--- src/rtl/alu_pkg.sv ---
// Shared definitions for the MULTI_FUNC_ALU datapath and the sequencer that
// drives it: default widths, the opcode map and the sequencer FSM encoding.
// No ports; imported by every file that talks to the ALU.
package alu_pkg;

  localparam int WIDTH_DEF = 32;
  localparam int OP_W_DEF  = 3;

  localparam logic [OP_W_DEF-1:0] OP_AND = 3'd0;
  localparam logic [OP_W_DEF-1:0] OP_OR  = 3'd1;
  localparam logic [OP_W_DEF-1:0] OP_XOR = 3'd2;
  localparam logic [OP_W_DEF-1:0] OP_NOR = 3'd3;
  localparam logic [OP_W_DEF-1:0] OP_ADD = 3'd4;
  localparam logic [OP_W_DEF-1:0] OP_SUB = 3'd5;
  localparam logic [OP_W_DEF-1:0] OP_SLT = 3'd6;
  localparam logic [OP_W_DEF-1:0] OP_SLL = 3'd7;

  typedef enum logic [1:0] {
    ST_IDLE = 2'd0,
    ST_EXEC = 2'd1,
    ST_RESP = 2'd2
  } seq_state_e;

endpackage

--- src/rtl/alu_op_sequencer_sat_counter.sv ---
// Increment-enable counter that sticks at all-ones instead of wrapping.
// Ports:
//   clk   - clock
//   rst   - synchronous active-high clear
//   inc   - count one event this cycle
//   count - current value
module sat_counter #(
  parameter int CNT_W = 16
) (
  input  logic             clk,
  input  logic             rst,
  input  logic             inc,
  output logic [CNT_W-1:0] count
);

  logic [CNT_W-1:0] count_q;
  logic [CNT_W-1:0] count_d;

  // Hold at all-ones once reached so the harness never sees a wrapped value.
  always_comb begin
    count_d = count_q;
    if (inc && (count_q != '1)) begin
      count_d = count_q + 1'b1;
    end
  end

  always_ff @(posedge clk) begin
    if (rst) begin
      count_q <= '0;
    end else begin
      count_q <= count_d;
    end
  end

  assign count = count_q;

endmodule

--- src/rtl/alu_op_sequencer.sv ---
// Command-side initiator for MULTI_FUNC_ALU. A command accepted in IDLE is
// registered onto the ALU inputs, the ALU result and flags are captured at
// the end of EXEC, and the response is held in RESP until taken.
// Ports:
//   ALU_OP_SEQ_clk_xi / _rst_xi            - clock, synchronous active-high reset
//   ALU_OP_SEQ_cmd_*                       - command channel (valid/ready, A, B, OP, chain)
//   ALU_OP_SEQ_alu_A/B/OP_xo               - registered operands to the ALU
//   ALU_OP_SEQ_alu_F/overflow/zero_xi      - ALU result and flags
//   ALU_OP_SEQ_rsp_*                       - response channel (valid/ready, F, flags)
//   ALU_OP_SEQ_op_count_xo / _ovf_count_xo - saturating statistics
module alu_op_sequencer
  import alu_pkg::*;
#(
  parameter int WIDTH = WIDTH_DEF,
  parameter int OP_W  = OP_W_DEF,
  parameter int CNT_W = 16
) (
  input  logic             ALU_OP_SEQ_clk_xi,
  input  logic             ALU_OP_SEQ_rst_xi,
  input  logic             ALU_OP_SEQ_cmd_valid_xi,
  output logic             ALU_OP_SEQ_cmd_ready_xo,
  input  logic [WIDTH-1:0] ALU_OP_SEQ_cmd_A_xi,
  input  logic [WIDTH-1:0] ALU_OP_SEQ_cmd_B_xi,
  input  logic [OP_W-1:0]  ALU_OP_SEQ_cmd_OP_xi,
  input  logic             ALU_OP_SEQ_cmd_chain_xi,
  output logic [WIDTH-1:0] ALU_OP_SEQ_alu_A_xo,
  output logic [WIDTH-1:0] ALU_OP_SEQ_alu_B_xo,
  output logic [OP_W-1:0]  ALU_OP_SEQ_alu_OP_xo,
  input  logic [WIDTH-1:0] ALU_OP_SEQ_alu_F_xi,
  input  logic             ALU_OP_SEQ_alu_overflow_xi,
  input  logic             ALU_OP_SEQ_alu_zero_xi,
  output logic             ALU_OP_SEQ_rsp_valid_xo,
  input  logic             ALU_OP_SEQ_rsp_ready_xi,
  output logic [WIDTH-1:0] ALU_OP_SEQ_rsp_F_xo,
  output logic             ALU_OP_SEQ_rsp_overflow_xo,
  output logic             ALU_OP_SEQ_rsp_zero_xo,
  output logic [CNT_W-1:0] ALU_OP_SEQ_op_count_xo,
  output logic [CNT_W-1:0] ALU_OP_SEQ_ovf_count_xo
);

  seq_state_e       state_q, state_d;
  logic [WIDTH-1:0] alu_a_q, alu_a_d;
  logic [WIDTH-1:0] alu_b_q, alu_b_d;
  logic [OP_W-1:0]  alu_op_q, alu_op_d;
  logic [WIDTH-1:0] rsp_f_q, rsp_f_d;
  logic             rsp_ovf_q, rsp_ovf_d;
  logic             rsp_zero_q, rsp_zero_d;
  logic [WIDTH-1:0] last_q, last_d;
  logic             op_inc;
  logic             ovf_inc;

  // Next-state and datapath load decisions. Everything holds by default so
  // the ALU operands and captured response stay put between commands.
  always_comb begin
    state_d    = state_q;
    alu_a_d    = alu_a_q;
    alu_b_d    = alu_b_q;
    alu_op_d   = alu_op_q;
    rsp_f_d    = rsp_f_q;
    rsp_ovf_d  = rsp_ovf_q;
    rsp_zero_d = rsp_zero_q;
    last_d     = last_q;
    op_inc     = 1'b0;
    ovf_inc    = 1'b0;
    ALU_OP_SEQ_cmd_ready_xo = 1'b0;
    ALU_OP_SEQ_rsp_valid_xo = 1'b0;

    case (state_q)
      ST_IDLE: begin
        ALU_OP_SEQ_cmd_ready_xo = 1'b1;
        if (ALU_OP_SEQ_cmd_valid_xi) begin
          alu_a_d  = ALU_OP_SEQ_cmd_chain_xi ? last_q : ALU_OP_SEQ_cmd_A_xi;
          alu_b_d  = ALU_OP_SEQ_cmd_B_xi;
          alu_op_d = ALU_OP_SEQ_cmd_OP_xi;
          state_d  = ST_EXEC;
        end
      end
      ST_EXEC: begin
        // ALU is purely combinational, so its outputs are settled by the
        // end of this cycle and can be captured directly.
        rsp_f_d    = ALU_OP_SEQ_alu_F_xi;
        rsp_ovf_d  = ALU_OP_SEQ_alu_overflow_xi;
        rsp_zero_d = ALU_OP_SEQ_alu_zero_xi;
        last_d     = ALU_OP_SEQ_alu_F_xi;
        op_inc     = 1'b1;
        ovf_inc    = ALU_OP_SEQ_alu_overflow_xi;
        state_d    = ST_RESP;
      end
      ST_RESP: begin
        ALU_OP_SEQ_rsp_valid_xo = 1'b1;
        if (ALU_OP_SEQ_rsp_ready_xi) begin
          state_d = ST_IDLE;
        end
      end
      default: begin
        state_d = ST_IDLE;
      end
    endcase
  end

  // Reset drops any in-flight command: no response, no counter update.
  always_ff @(posedge ALU_OP_SEQ_clk_xi) begin
    if (ALU_OP_SEQ_rst_xi) begin
      state_q    <= ST_IDLE;
      alu_a_q    <= '0;
      alu_b_q    <= '0;
      alu_op_q   <= '0;
      rsp_f_q    <= '0;
      rsp_ovf_q  <= 1'b0;
      rsp_zero_q <= 1'b0;
      last_q     <= '0;
    end else begin
      state_q    <= state_d;
      alu_a_q    <= alu_a_d;
      alu_b_q    <= alu_b_d;
      alu_op_q   <= alu_op_d;
      rsp_f_q    <= rsp_f_d;
      rsp_ovf_q  <= rsp_ovf_d;
      rsp_zero_q <= rsp_zero_d;
      last_q     <= last_d;
    end
  end

  sat_counter #(.CNT_W(CNT_W)) u_op_count (
    .clk   (ALU_OP_SEQ_clk_xi),
    .rst   (ALU_OP_SEQ_rst_xi),
    .inc   (op_inc),
    .count (ALU_OP_SEQ_op_count_xo)
  );

  sat_counter #(.CNT_W(CNT_W)) u_ovf_count (
    .clk   (ALU_OP_SEQ_clk_xi),
    .rst   (ALU_OP_SEQ_rst_xi),
    .inc   (ovf_inc),
    .count (ALU_OP_SEQ_ovf_count_xo)
  );

  assign ALU_OP_SEQ_alu_A_xo        = alu_a_q;
  assign ALU_OP_SEQ_alu_B_xo        = alu_b_q;
  assign ALU_OP_SEQ_alu_OP_xo       = alu_op_q;
  assign ALU_OP_SEQ_rsp_F_xo        = rsp_f_q;
  assign ALU_OP_SEQ_rsp_overflow_xo = rsp_ovf_q;
  assign ALU_OP_SEQ_rsp_zero_xo     = rsp_zero_q;

endmodule

--- config.mk ---
export PLATFORM = sky130hd
export DESIGN_NAME = alu_op_sequencer
export DESIGN_NICKNAME = d
export VERILOG_FILES = /design/src/rtl/alu_pkg.sv /design/src/rtl/alu_op_sequencer_sat_counter.sv /design/src/rtl/alu_op_sequencer.sv
export SDC_FILE = /design/constraint.sdc
export NUM_CORES = 1
export LEC_CHECK = 0
export ABC_AREA = 1
export ABC_CLOCK_PERIOD_IN_PS = 4210
export CAP_MARGIN = 15
export CORE_UTILIZATION = 30
export DETAILED_ROUTE_END_ITERATION = 10
export GPL_TIMING_DRIVEN = 0
export SETUP_SLACK_MARGIN = 0.05
export SLEW_MARGIN = 5
export SYNTH_ARGS = -nofsm -noshare
export SYNTH_HDL_FRONTEND = slang
export SYNTH_SLANG_ARGS = --single-unit
export TNS_END_PERCENT = 100
--- constraint.sdc ---
create_clock -name ALU_OP_SEQ_clk_xi -period 4.21 [get_ports ALU_OP_SEQ_clk_xi]
set_clock_uncertainty 0.05 [all_clocks]
set_input_delay 1.263 -clock ALU_OP_SEQ_clk_xi [delete_from_list [all_inputs] [get_ports ALU_OP_SEQ_clk_xi]]
set_output_delay 1.263 -clock ALU_OP_SEQ_clk_xi [all_outputs]
set_load 0.1 [all_outputs]
### Word-level counts from Yosys, hierarchy flattened

Index checks and enable logic that the tools add are counted.

| storage, ports and cells | value |
|---|---|
| word-level logic and storage cells | 30 |
| flip-flop bits (word level) | 135 |

| cells by class | value |
|---|---|
| eq/ne operators | 6 |
| reductions and logical operators | 5 |
| add/sub/neg operators | 2 |
| mux-type cells | 8 |

Operators by type and width:

| operator | count |
|---|---|
| adder 16 x 1 -> 16 bit, second input constant | 2 |
| 2-to-1 mux 32 bit | 1 |
| inequality test 16 bit, second input constant | 2 |
| one-hot mux 2 bit (3 select lines) | 1 |
| 2-to-1 mux 1 bit | 4 |
| 2-to-1 mux 2 bit | 2 |
| inequality test 2 bit, second input constant | 2 |
| AND reduction 2 bit | 2 |
| equality test 2 x 1 -> 1 bit, second input constant | 1 |
| equality test 2 bit, second input constant | 1 |
| logical AND 1 bit | 2 |
| zero test 2 bit | 1 |

### Depth between registers and ports, before layout

Gate-level depths: netlist (run 1).

| depth | value |
|---|---|
| depth after elaboration | 3 |
| mapped depth | 9 |

### Cells and area by module

A second synthesis (run 1) with hierarchy kept.

| unflattened totals | value |
|---|---|
| cell total of the unflattened synthesis | 957 |
| area total of the unflattened synthesis | 6,251.0 um2 |

By module, submodules not included:

| module | cells each | instances | seq. area each (um2) | area each (um2) |
|---|---|---|---|---|
| alu_op_sequencer | 659 | 1 | 2,062.0 | 4,391.7 |
| sat_counter | 149 | 2 | 320.3 | 929.6 |

### Worst setup path before layout (run 1)

No wires, ideal clock.

| timing | value |
|---|---|
| path kind | reg-to-output |
| start | register state_q[1] |
| end | output ALU_OP_SEQ_rsp_valid_xo |
| arrival | 1.767 ns |
| setup slack | 1.130 ns |
| stages on the path, launching flop included | 3 |
| cell sequence | dfxtp_1 inv_2 nor2_1 |

| between the ends | value |
|---|---|
| cells in the longest elaborated chain, start to end | 2 |

Ends and longest elaborated chain:

| what | line | text |
|---|---|---|
| from (decl) | alu_op_sequencer.sv:41 | `seq_state_e state_q, state_d;` |
| from (signal assigned) | alu_op_sequencer.sv:113 | `state_q <= state_d;` |
| equality test 2 bit | alu_op_sequencer.sv:68 | `case (state_q)` |
| 2-to-1 mux 1 bit | alu_op_sequencer.sv:68 |  |
| to (decl) | alu_op_sequencer.sv:32 | `output logic ALU_OP_SEQ_rsp_valid_xo,` |

Every way passes these cells.

### Worst setup path in the final report (run 1)

Same ends and word-level chain as after synthesis.

==> results_dict.tcl, run 1 <==
set metrics [dict create \
    fmax_mhz 281 \
    crit_path_end_kind "output port" \
    cts_resized 0 \
    grt_pass1_wl_um 29500 \
    pwr-share-seq_pct 34.2 \
    layout_commonest_cell "nor2_1" \
    final.period_utilization_pct 84.5 \
    wl_um 18800 \
    io_pins 241 \
    drive_above_1_share_pct 7.57 \
    yosys.area_share.simple_pct 28.6 \
    final_cell_mix "nor2_1, clkdlybuf4s50_1, dfxtp_1, o21ai_0, a21oi_1" \
    crit_path_top_delay_cell "clkdlybuf4s50_1" \
    place_hpwl_um 13900 \
    ys_types 27 \
    slew_violations 0 \
    setup_violations 0 \
    synth_seq_cells 135 \
    root_buffer "clkbuf_16" \
    synth_compound_area_share_pct 16.5 \
    hold_path.class "flip-flop to flip-flop" \
    power.switching_uw 1520 \
    core_sq_mm 0.0188 \
    numCtsBuffers 17 \
    period_needed_ns 3.56 \
    syn_inst 812 \
    area_growth_syn_to_layout_pct 57.3 \
    dr.max_layer_used "met5" \
    synth_seq_area_share_pct 46.9 \
    die_h_um 141 \
    gr-total-overflow 0 \
    avgSynthCellArea_sq_um 7.10 \
    num_rows 50 \
    clk_pin_slew_worst_paths_ns 0.06 \
    ant_nets 0 \
    post_cts_buffers 0 \
    timing.slew.headroom_pct 31.2 \
    critical_path_class "flip-flop to output port" \
    yosysTopAreaCellShare_pct 46.9 \
    switching_share_pct 36.6 \
    drv_cap 0 \
    p_comb_share_pct 27.7 \
    synth_top_area_cell "dfxtp_1" \
    fp.dieW_um 141 \
    crit_chain "inv_2, nor2_1, clkdlybuf4s50_1" \
    clock_path_buffers 2 \
    first_pass_iters 4 \
    tns_ns 0 \
    post_dp_cell_area_sq_mm 0.00845 \
    track_usage_pct 19.2 \
    synthMuxAreaShare_pct 0 \
    viasPerCell 4.59 \
    die_area_sq_mm 0.0198 \
    port_buffers 239 \
    finalHoldViolCount 0 \
    leakage_uw 0.00349 \
    max-vdd-ir-drop_mv 0.266 \
    synth_top_family_by_area "simple AND/OR/NAND/NOR gates" \
    worstMarginPinSlew_ns 1.03 \
    m1WireLength_um 8330 \
    ctsHoldBuffers 0 \
    synth_area_sq_mm 0.00576 \
    netlist_top_cells_area "dfxtp_1, nor2_1, o21ai_0" \
    status "finished, final reports clean" \
    antenna_found_initial 1 \
    grt_max_degree 17 \
    power_density_mw_per_mm2 456 \
    globalplace.congestion 0.806 \
    fin_nets 1178 \
    first_iter_violations 276 \
    n_antenna_cell 0 \
    rsz0062_at_grt "false" \
    fill_cells 1885 \
    synth_nets 920 \
    drc 0 \
    vias 6044 \
    synthXorXnorAreaFrac_pct 0 \
    fin_area_sq_mm 0.00907 \
    wl_met2_um 8720 \
    power.clock.fraction_pct 38.0 \
    clock_sinks 135 \
    cp_max_fo 3 \
    grt_pass1_vias 5646 \
    wl_met3_um 1510 \
    cts_max_level 4 \
    crit_path_start_kind "flip-flop" \
    cts_tree "built" \
    clock_latency_ns 0.42 \
    post_drt_wl_per_cell_um 14.3 \
    synthAdderAreaFrac_pct 0.434 \
    crit_required_ns 2.90 \
    yosysWarnings 0 \
    p_int_uw 2620 \
    arrival_ns 2.24 \
    cpPeakStageDelay_ns 1.16 \
    initial_core_util_pct 30.7 \
]
routing by layer:
metal / vias up / global-route usage, %
li1: 3136 / -
met1: 2691 / 23.2
met2: 197 / 31.6
met3: 18 / 6.28
met4: 2 / 7.09
met5: - / 0
synthesized netlist by cell type (all sizes together):
cell / n
a21oi: 89
and2: 1
buf: 28
clkbuf: 16
dfxtp: 135
ha: 2
inv: 54
nand2: 82
nand3: 34
nand3b: 1
nand4: 4
nor2: 263
nor3: 2
o21ai: 101
area by class of cell:
class / instances / area [sq um] / area share, %
Timing Repair Buffer: 239 / 2390 / 26.4
Inverter: 54 / 205 / 2.26
Sequential cell: 135 / 2700 / 29.8
Clock buffer: 18 / 429 / 4.73
Tap cell: 234 / 293 / 3.23
Buffer: 44 / 231 / 2.55
Multi-Input combinational cell: 579 / 2630 / 29.0
Clock inverter: 14 / 188 / 2.07
logic make-up (layout without fill, tap and decap cells):
group                      Yosys count  in the layout
buffers and inverters               98            369
adders and majority gates            2              2
DFF                                135            135
AOI/OAI and AO/OA                  190            190
and+or+nand+nor                    387            387
stage by stage:
| step | setup slack, ns | power [uW] | hold slack [ns] | std cells | util (%) |
|---|---|---|---|---|---|
| after floorplan | 1.13 | 2250 | 0.599 | 812 | - |
| after global placement | 1.02 | 2590 | 0.403 | 1285 | 45.0 |
| after detailed placement | 1.02 | 2600 | 0.408 | 1285 | 45.0 |
| after CTS | 0.604 | 4180 | 0.420 | 1317 | 48.3 |
| after global routing | 0.571 | 4290 | 0.453 | 1317 | 48.3 |
| final | 0.653 | 4140 | 0.418 | 1317 | 48.3 |
sequential cells by signal, indices dropped and copies added, names as in the netlist:
signal	cells
state_q	2
ALU_OP_SEQ_alu_A_xo	32
ALU_OP_SEQ_rsp_zero_xo	1
last_q	32
ALU_OP_SEQ_rsp_overflow_xo	1
ALU_OP_SEQ_alu_OP_xo	3
u_ovf_count.count	16
ALU_OP_SEQ_alu_B_xo	32
u_op_count.count	16
final timing paths:
| kind | from | to | slack (ns) | depth (start not counted) |
|---|---|---|---|---|
| min reg2reg | ALU_OP_SEQ_rsp_overflow_xo | ALU_OP_SEQ_rsp_overflow_xo | 0.42 | 2 |
| max | state_q[1] | ALU_OP_SEQ_rsp_valid_xo | 0.65 | 3 |
| min | ALU_OP_SEQ_rsp_overflow_xo | ALU_OP_SEQ_rsp_overflow_xo | 0.42 | 2 |
| max reg2reg | u_op_count.count[0] | u_op_count.count[13] | 2.55 | 7 |
power groups by stage:
| stage | sequential (uW) | combinational, uW | clock, uW |
|---|---|---|---|
| 2_1_floorplan | 2040 | 212 | 0 |
| 3_3_place_gp | 1440 | 1150 | 0 |
| 3_5_place_dp | 1440 | 1150 | 0 |
| 4_1_cts | 1420 | 1160 | 1600 |
| 5_1_grt | 1430 | 1210 | 1660 |
| 6_report | 1420 | 1150 | 1570 |
worst max-delay path, delay by kind of cell (launching register included):
kind	cells	cell delay, ns
buf+inv	2	1.25
simple gates	1	0.16
flops	1	0.42
Note: power is estimated with default switching activity, not from simulation.
==> run 2, diff against run 1 <==
--- a/config.mk
+++ b/config.mk
@@ -6,7 +6,7 @@
 export NUM_CORES = 1
 export LEC_CHECK = 0
 export ABC_AREA = 1
-export ABC_CLOCK_PERIOD_IN_PS = 4210
+export ABC_CLOCK_PERIOD_IN_PS = 3650
 export CAP_MARGIN = 15
 export CORE_UTILIZATION = 30
 export DETAILED_ROUTE_END_ITERATION = 10
==> constraint.sdc (replaced) <==
create_clock -name ALU_OP_SEQ_clk_xi -period 3.65 [get_ports ALU_OP_SEQ_clk_xi]
set_clock_uncertainty 0.05 [all_clocks]
set_input_delay 1.095 -clock ALU_OP_SEQ_clk_xi [delete_from_list [all_inputs] [get_ports ALU_OP_SEQ_clk_xi]]
set_output_delay 1.095 -clock ALU_OP_SEQ_clk_xi [all_outputs]
set_load 0.1 [all_outputs]
==> results of run 2 <==
Same layout as run 1 (identical final DEF). Status: finished, final reports clean.
Among the figures that moved: setup slack after placement 1.02 ns -> 0.628 ns; setup slack after layout 0.653 ns -> 0.261 ns; register-to-register setup slack 2.55 ns -> 1.99 ns; total power 4140 uW -> 4770 uW; worst IR drop on VDD 0.266 mV -> 0.307 mV
